--- src/rtl/tower_attack_arbiter.sv ---
// Round-robin arbiter sharing one tower damage port among several attacking units.
// Issues at most one one-cycle damage strobe per decision, then enforces a cooldown
// measured in game ticks. Issuing stops for good once the tower dies, and everything
// returns to idle when the level ends.
module tower_attack_arbiter #(
    parameter int unsigned NUM_UNITS = 4,
    parameter int unsigned DMG_W     = 8,
    parameter int unsigned COOLDOWN  = 3
) (
    input  logic                       clk,
    input  logic                       reset,
    input  logic                       game_tick,
    input  logic                       level_active,
    input  logic                       tower_dead,
    input  logic [NUM_UNITS-1:0]       req,
    input  logic [NUM_UNITS*DMG_W-1:0] dmg_in,
    output logic [NUM_UNITS-1:0]       grant,
    output logic [DMG_W-1:0]           damage_out,
    output logic                       attack_scen,
    output logic                       busy,
    output logic [15:0]                hits_total
);

    localparam int unsigned IDX_W = (NUM_UNITS > 1) ? $clog2(NUM_UNITS) : 1;
    localparam int unsigned CNT_W = (COOLDOWN > 0) ? $clog2(COOLDOWN + 1) : 1;
    localparam int unsigned HIT_W = 16;

    typedef enum logic [2:0] {
        ST_IDLE  = 3'd0,
        ST_ARB   = 3'd1,
        ST_ISSUE = 3'd2,
        ST_COOL  = 3'd3,
        ST_HALT  = 3'd4
    } state_t;

    state_t                 state_q,       state_d;
    logic [IDX_W-1:0]       rr_ptr_q,      rr_ptr_d;
    logic [CNT_W-1:0]       cool_cnt_q,    cool_cnt_d;
    logic [NUM_UNITS-1:0]   grant_q,       grant_d;
    logic [DMG_W-1:0]       damage_out_q,  damage_out_d;
    logic                   attack_scen_q, attack_scen_d;
    logic                   busy_q,        busy_d;
    logic [HIT_W-1:0]       hits_total_q,  hits_total_d;

    logic                   sel_found_c;
    logic [IDX_W-1:0]       sel_idx_c;
    logic [IDX_W-1:0]       sel_next_c;

    // Round-robin scan starting at rr_ptr; first pending request wins.
    always_comb begin
        int unsigned cand;
        sel_found_c = 1'b0;
        sel_idx_c   = '0;
        cand        = 0;
        for (int unsigned i = 0; i < NUM_UNITS; i++) begin
            cand = 32'(rr_ptr_q) + i;
            if (cand >= NUM_UNITS) begin
                cand = cand - NUM_UNITS;
            end
            if (!sel_found_c && req[IDX_W'(cand)]) begin
                sel_found_c = 1'b1;
                sel_idx_c   = IDX_W'(cand);
            end
        end
        if (32'(sel_idx_c) + 32'd1 >= NUM_UNITS) begin
            sel_next_c = '0;
        end else begin
            sel_next_c = sel_idx_c + IDX_W'(1);
        end
    end

    // Next-state and registered-output computation; outputs reflect the state being entered.
    always_comb begin
        state_d       = state_q;
        rr_ptr_d      = rr_ptr_q;
        cool_cnt_d    = cool_cnt_q;
        grant_d       = '0;
        damage_out_d  = damage_out_q;
        attack_scen_d = 1'b0;
        busy_d        = 1'b0;
        hits_total_d  = hits_total_q;

        if (state_q == ST_IDLE) begin
            hits_total_d = '0;
            cool_cnt_d   = '0;
            if (level_active) begin
                state_d = ST_ARB;
            end
        end else if (!level_active) begin
            // Level over: abandon any pending work and clear the per-level count.
            state_d      = ST_IDLE;
            hits_total_d = '0;
            cool_cnt_d   = '0;
        end else if (tower_dead) begin
            state_d    = ST_HALT;
            cool_cnt_d = '0;
        end else begin
            case (state_q)
                ST_ARB: begin
                    if (game_tick && sel_found_c) begin
                        state_d       = ST_ISSUE;
                        grant_d       = NUM_UNITS'(1) << sel_idx_c;
                        damage_out_d  = dmg_in[32'(sel_idx_c) * DMG_W +: DMG_W];
                        attack_scen_d = 1'b1;
                        busy_d        = 1'b1;
                        rr_ptr_d      = sel_next_c;
                        if (hits_total_q != {HIT_W{1'b1}}) begin
                            hits_total_d = hits_total_q + HIT_W'(1);
                        end
                    end
                end
                ST_ISSUE: begin
                    if (COOLDOWN == 0) begin
                        state_d = ST_ARB;
                    end else begin
                        state_d    = ST_COOL;
                        cool_cnt_d = CNT_W'(COOLDOWN);
                        busy_d     = 1'b1;
                    end
                end
                ST_COOL: begin
                    busy_d = 1'b1;
                    if (game_tick) begin
                        if (cool_cnt_q <= CNT_W'(1)) begin
                            state_d    = ST_ARB;
                            cool_cnt_d = '0;
                            busy_d     = 1'b0;
                        end else begin
                            cool_cnt_d = cool_cnt_q - CNT_W'(1);
                        end
                    end
                end
                default: begin
                    // HALT (and any stray encoding) parks until the level ends.
                    state_d = ST_HALT;
                end
            endcase
        end
    end

    // State and output registers, cleared asynchronously.
    always_ff @(posedge clk or posedge reset) begin
        if (reset) begin
            state_q       <= ST_IDLE;
            rr_ptr_q      <= '0;
            cool_cnt_q    <= '0;
            grant_q       <= '0;
            damage_out_q  <= '0;
            attack_scen_q <= 1'b0;
            busy_q        <= 1'b0;
            hits_total_q  <= '0;
        end else begin
            state_q       <= state_d;
            rr_ptr_q      <= rr_ptr_d;
            cool_cnt_q    <= cool_cnt_d;
            grant_q       <= grant_d;
            damage_out_q  <= damage_out_d;
            attack_scen_q <= attack_scen_d;
            busy_q        <= busy_d;
            hits_total_q  <= hits_total_d;
        end
    end

    assign grant       = grant_q;
    assign damage_out  = damage_out_q;
    assign attack_scen = attack_scen_q;
    assign busy        = busy_q;
    assign hits_total  = hits_total_q;

endmodule
--- config.mk ---
export PLATFORM = sky130hd
export DESIGN_NAME = tower_attack_arbiter
export DESIGN_NICKNAME = d
export VERILOG_FILES = /design/src/rtl/tower_attack_arbiter.sv
export SDC_FILE = /design/constraint.sdc
export NUM_CORES = 1
export LEC_CHECK = 0
export ABC_AREA = 1
export CORE_ASPECT_RATIO = 0.5
export CORE_UTILIZATION = 49
export DETAILED_ROUTE_END_ITERATION = 16
export PLACE_DENSITY = 0.82
export SKIP_CTS_REPAIR_TIMING = 1
export SLEW_MARGIN = 0
export SYNTH_ARGS = -nofsm -noshare
export SYNTH_HDL_FRONTEND = slang
export SYNTH_SLANG_ARGS = --single-unit
--- constraint.sdc ---
create_clock -name clk -period 2.4 [get_ports clk]
set_clock_uncertainty 0.15 [all_clocks]
set_input_delay 0.48 -clock clk [delete_from_list [all_inputs] [get_ports clk]]
set_output_delay 0.48 -clock clk [all_outputs]
set_load 0.03 [all_outputs]
Yosys cells after proc, flatten, opt, wreduce, memory -nomap -nowiden
Index checks and enable logic that the tools add are counted.
{"block": "word_totals", "register_bits": 37, "latch_bits": 0, "ramBits": 0, "mem_bits_ro": 0, "out_inout_bits": 30, "wordCells": 115, "n_memories": 0}
{"block": "op_classes", "addsub": 11, "multipliers": 0, "n_div": 0, "n_lt_le_gt_ge": 10, "n_eq_ne": 13, "n_shift": 2, "muxes": 57, "bitwise_logic": 2, "reduce_logical": 12}
{"op": "$mux 16", "n": 6}
{"op": "$shiftx 32x6->8", "n": 1}
{"op": "$mux 2", "n": 14}
{"op": "$mux 3", "n": 7}
{"op": "$mux 4", "n": 5}
{"op": "$mux 1", "n": 18}
{"op": "$add 16x1->16 const B", "n": 1}
{"op": "$ne 16x16->1 const B", "n": 1}
{"op": "$ne 5x5->1 const B", "n": 3}
{"op": "$ge 3x3->1 const B", "n": 4}
{"op": "$lt 2x3->1 const B", "n": 4}
{"op": "$sub 2x1->2 const B", "n": 5}
{"op": "$ne 3x1->1 const B", "n": 3}
{"op": "$pmux 3 s3", "n": 1}
{"op": "$bmux 1 s2", "n": 4}
{"op": "$reduce_and 4->1", "n": 2}
{"op": "$add 2x1->3 const B", "n": 2}
{"op": "$add 2x2->3 const B", "n": 2}
{"op": "$eq 3x2->1 const B", "n": 2}
{"op": "$ne 5x1->1 const B", "n": 1}
{"op": "$reduce_and 5->1", "n": 1}
{"op": "$logic_and 1x1->1", "n": 4}
{"op": "$pmux 2 s2", "n": 1}
{"op": "$shl 1x2->4 const A", "n": 1}
{"op": "11 further kinds", "n": 14}

Logic depth before layout (Yosys ltp)
Gate-level depths: netlist of the first run.
{"block": "depth", "depth_word": 20, "mapped_depth": 15}

Worst setup path after synthesis of the first run
Ideal clock, no wire load.
{"block": "synth_path", "kind": "flip-flop to flip-flop", "from": "reg hits_total_q[0], in the netlist hits_total[0]", "to": "reg hits_total_q[8], in the netlist hits_total[8]", "t_arrival_ps": 1880, "t_required_ps": 2131, "slack_ps": 251, "path_stages_with_launch": 12, "n_path_buf": 1, "cell_sequence": "dfrtp_1 > ha_1 > nand2_1 > nor2_1 > nand2_1 > nor2_1 > a41oi_1 > nand2_4 > nand2_4 > buf_8 > nand2_1 > o21ai_2"}
{"block": "synth_via", "elab_chain_cells": 7}
{"element": "start, declared", "line": "43", "source": "logic [HIT_W-1:0] hits_total_q, hits_total_d;"}
{"element": "start signal, assigned", "line": "160", "source": "hits_total_q <= hits_total_d;"}
{"element": "$add 16x1->16", "line": "108", "source": "hits_total_d = hits_total_q + HIT_W'(1);"}
{"element": "$mux 16", "line": "107", "source": "if (hits_total_q != {HIT_W{1'b1}}) begin"}
{"element": "$mux 16", "line": "100", "source": "if (game_tick && sel_found_c) begin"}
{"element": "$mux 16", "line": "98", "source": "case (state_q)"}
{"element": "$mux 16", "line": "94", "source": "end else if (tower_dead) begin"}
{"element": "$mux 16", "line": "89", "source": "end else if (!level_active) begin"}
{"element": "$mux 16", "line": "83", "source": "if (state_q == ST_IDLE) begin"}
Parallel ways exist; a longest one is shown, timed or not. The select of a mux whose other input is x is not followed.
A chain may end at the register's enable or synchronous reset.

Final worst setup path of the first run
{"block": "layout_path", "from": "in req[1]", "to": "reg grant_q[2], in the netlist grant[2]"}
{"block": "layout_via", "elab_chain_cells": 18}
{"element": "start, declared", "line": "15", "source": "input logic [NUM_UNITS-1:0] req,"}
{"element": "$bmux 1 s2", "line": "60", "source": "if (!sel_found_c && req[IDX_W'(cand)]) begin"}
{"element": "$mux 1 (implied by the code)", "line": "60"}
{"element": "$mux 1", "line": "60"}
{"element": "$logic_not 1->1", "line": "60"}
{"element": "$logic_and 1x1->1", "line": "60"}
{"element": "$mux 1", "line": "60"}
{"element": "$logic_not 1->1", "line": "60"}
{"element": "$logic_and 1x1->1", "line": "60"}
{"element": "[... 3 more ...]"}
{"element": "$mux 2 or $mux 1 (tied branches)", "line": "60"}
{"element": "$shl 1x2->4 or $logic_and 1x1->1 (tied branches)", "line": "102, 100"}
{"element": "$mux 4 *", "line": "100"}
{"element": "$mux 4 *", "line": "98"}
{"element": "$mux 4 *", "line": "94"}
{"element": "$mux 4 *", "line": "89"}
{"element": "$mux 4 *", "line": "83"}
{"element": "named net grant_d[2]", "line": "39", "source": "logic [NUM_UNITS-1:0] grant_q, grant_d;"}
{"element": "end signal, assigned", "line": "156", "source": "grant_q <= grant_d;"}
{"element": "end, declared", "line": "39"}
The timed path passes the listed nets; every way through them passes the cells marked *. The select of a mux whose other input is x is not followed.

==> qor.csv, run 1 <==
metric;value;unit
run_status;complete, no violations;
powerDensity;961;nW/um^2
avgSynthCellArea;6.89;sq um
dr.pass1.iters;5;
drv_cap;0;
worstPathMaxFanout;12;
max_clock_freq;444;MHz
grt_pass1_wl;11100;um
start_util;0.525;
fin_area;3620;sq um
arrival;2320;ps
hold_viol_final;0;
drive_above_1_share;0.134;
syn_area;2660;sq um
endpoint_kind;register;
min_period;2250;ps
syn-num-nets;429;
p_sw_frac;0.484;
p_total;3.48;mW
rsz0062_at_grt;no;
die_area;5750;sq um
critPathRequiredTime;2460;ps
hp-class;reg -> reg;
grt_use_total;0.248;
synth_flop_cell;dfrtp_1;
clockBufferDepth;2;
wl;6710;um
first_iter_violations;106;
synth.distinct_cells;35;
grt_max_degree;38;
synthMostInstantiatedCell;nand2_1;
async_flop_share;1.00;
antenna_found_initial;0;
routedWlPerCell;12.4;um
nFillCells;395;
final_util;0.715;
hpwl;5290;um
path_class;in -> reg;
drc;0;
synth_top_area_cell;dfrtp_1;
pin_count;71;
power_frac_comb;0.641;
p_leak;1.70;nW
synth_commonest_cells;nand2_1 (126), inv_1 (46), nand3_1 (46);
cts_buffers;5;
vias;2784;
peakVddDrop;0.000562;V
intPower;1.80;mW
die-width;106;um
place_congestion;0.922;
worstMarginPinSlew;473;ps
clk_pin_slew;80;ps
seq_area;927;sq um
io_buffers;70;
maxSlewViolCount;0;
holdWs;344;ps
viasPerCell;5.15;
p_seq_frac;0.232;
clk_latency;300;ps
nets;513;
overflow;0;
synthCells;386;
place_area;3530;sq um
start_kind;primary input;
max-slew-margin-rel;0.685;
clock-sinks;37;
fp-row-count;18;
multi_input_area;1440;sq um
cts_root_buf;clkbuf_8;
netlist_top_cells_area;dfrtp_1 (35%), nand2_1 (18%), nand3_1 (8.7%), inv_1 (6.5%), nor2_1 (3.7%);
ys_seq_area_frac;0.348;
die_h;54.1;um
n_antenna_cell;0;
synth_edf_count;0;
setup_viol;0;
yosysTopAreaCellShare;0.348;
core_area;5070;sq um
switchingPower;1.68;mW
synth_warnings;0;
grt_pass1_vias;2582;
ys_ff_latch;37;
cts_max_level;2;
clkPwrFrac;0.127;
period_share;0.939;
syn2layout_area_growth;36.2;%
cts_tree;built;
postRouteAntennaNets;0;
[cell type report]
class,count,share of cell area
sequential,37,0.256
clock inverter,3,0.00587
tap,70,0.0242
timing repair buffer,87,0.242
multi-input combinational,287,0.398
inverter,52,0.0549
clock buffer,5,0.0190
[cell families after synthesis]
| logic type | share of synthesized area |
|---|---|
| fa+ha+maj | 0.00940 |
| simple gates | 0.428 |
| buf+inv | 0.110 |
| flops | 0.348 |
| compound gates | 0.0748 |
| xor+xnor | 0.0296 |
[sequential cells by signal (all words and copies together), names as in the netlist]
name         cells
busy             1
state_q          3
hits_total      16
grant            4
damage_out       8
attack_scen      1
rr_ptr_q         2
cool_cnt_q       2
[metrics by stage]
step | std cells | setup slack (ps) | setup TNS (ps)
finish | 541 | 147 | 0
global route | 541 | 0.757 | 0
CTS | 541 | 60.2 | 0
detailed placement | 533 | -129 | -1690
global placement | 533 | -65.2 | -230
floorplan | 386 | 251 | 0
[worst max-delay path: stages]
cell             delay [ps]
clkdlybuf4s50_1         490
inv_1                    60
nand2_1                  80
nand3_1                  80
nand2_1                 120
inv_1                    90
nand3b_1                130
nand2_2                  90
nor2_4                  140
inv_2                    70
nor2_4                  130
buf_12                  140
nand2_1                  90
nor2_1                  130
[per-layer routing]
layer | share of wire | up-vias | track usage
met5 | 0 | - | 0
met4 | 0.017 | 0 | 0.0972
met3 | 0.055 | 11 | 0.0351
met2 | 0.49 | 99 | 0.472
met1 | 0.44 | 1274 | 0.294
li1 | - | 1400 | -
[power groups by stage]
stage          Combinational [mW]  Sequential, mW  Clock, mW
2_1_floorplan                1.45           0.896          0
3_3_place_gp                 2.15           0.812          0
3_5_place_dp                 2.21           0.814          0
4_1_cts                      2.22           0.805      0.456
5_1_grt                      2.47           0.819      0.481
6_report                     2.23           0.808      0.443
[worst paths after layout]
check,to,start,slack (ps),cells after the start
max,grant[2],req[1],150,14
min,damage_out[3],damage_out[3],340,2
max reg2reg,hits_total[8],hits_total[1],180,11
min reg2reg,damage_out[3],damage_out[3],340,2
max in group asynchronous,rr_ptr_q[0],reset,1280,3
min in group asynchronous,damage_out[6],reset,450,3
[layout by cell type, fill, tap and decap left out, types with 2 or more instances in the layout]
cell type,n
a21oi_1,6
a31oi_1,4
buf_12,4
buf_4,13
clkbuf_8,5
clkdlybuf4s50_1,70
clkinvlp_4,2
dfrtp_1,36
ha_1,2
inv_1,46
inv_2,5
nand2_1,126
nand2_2,9
nand2_4,5
nand3_1,46
nand4_1,4
nor2_1,26
nor2_4,3
nor3_1,19
nor3b_1,2
o21ai_0,6
o21ai_1,2
o21ai_2,9
xnor2_1,3
xor2_1,6
No activity file was read; power rests on OpenSTA's default activity.
==> run 2, diff against run 1 <==
--- a/config.mk
+++ b/config.mk
@@ -8,6 +8,8 @@
 export ABC_AREA = 1
 export CORE_ASPECT_RATIO = 0.5
 export CORE_UTILIZATION = 49
+export CTS_CLUSTER_DIAMETER = 60
+export CTS_CLUSTER_SIZE = 10
 export DETAILED_ROUTE_END_ITERATION = 16
 export PLACE_DENSITY = 0.82
 export SKIP_CTS_REPAIR_TIMING = 1
@@ -15,3 +17,4 @@
 export SYNTH_ARGS = -nofsm -noshare
 export SYNTH_HDL_FRONTEND = slang
 export SYNTH_SLANG_ARGS = --single-unit
+export TNS_END_PERCENT = 1
==> results of run 2 <==
No change in the layout: final DEF, timing and power equal those of run 1.
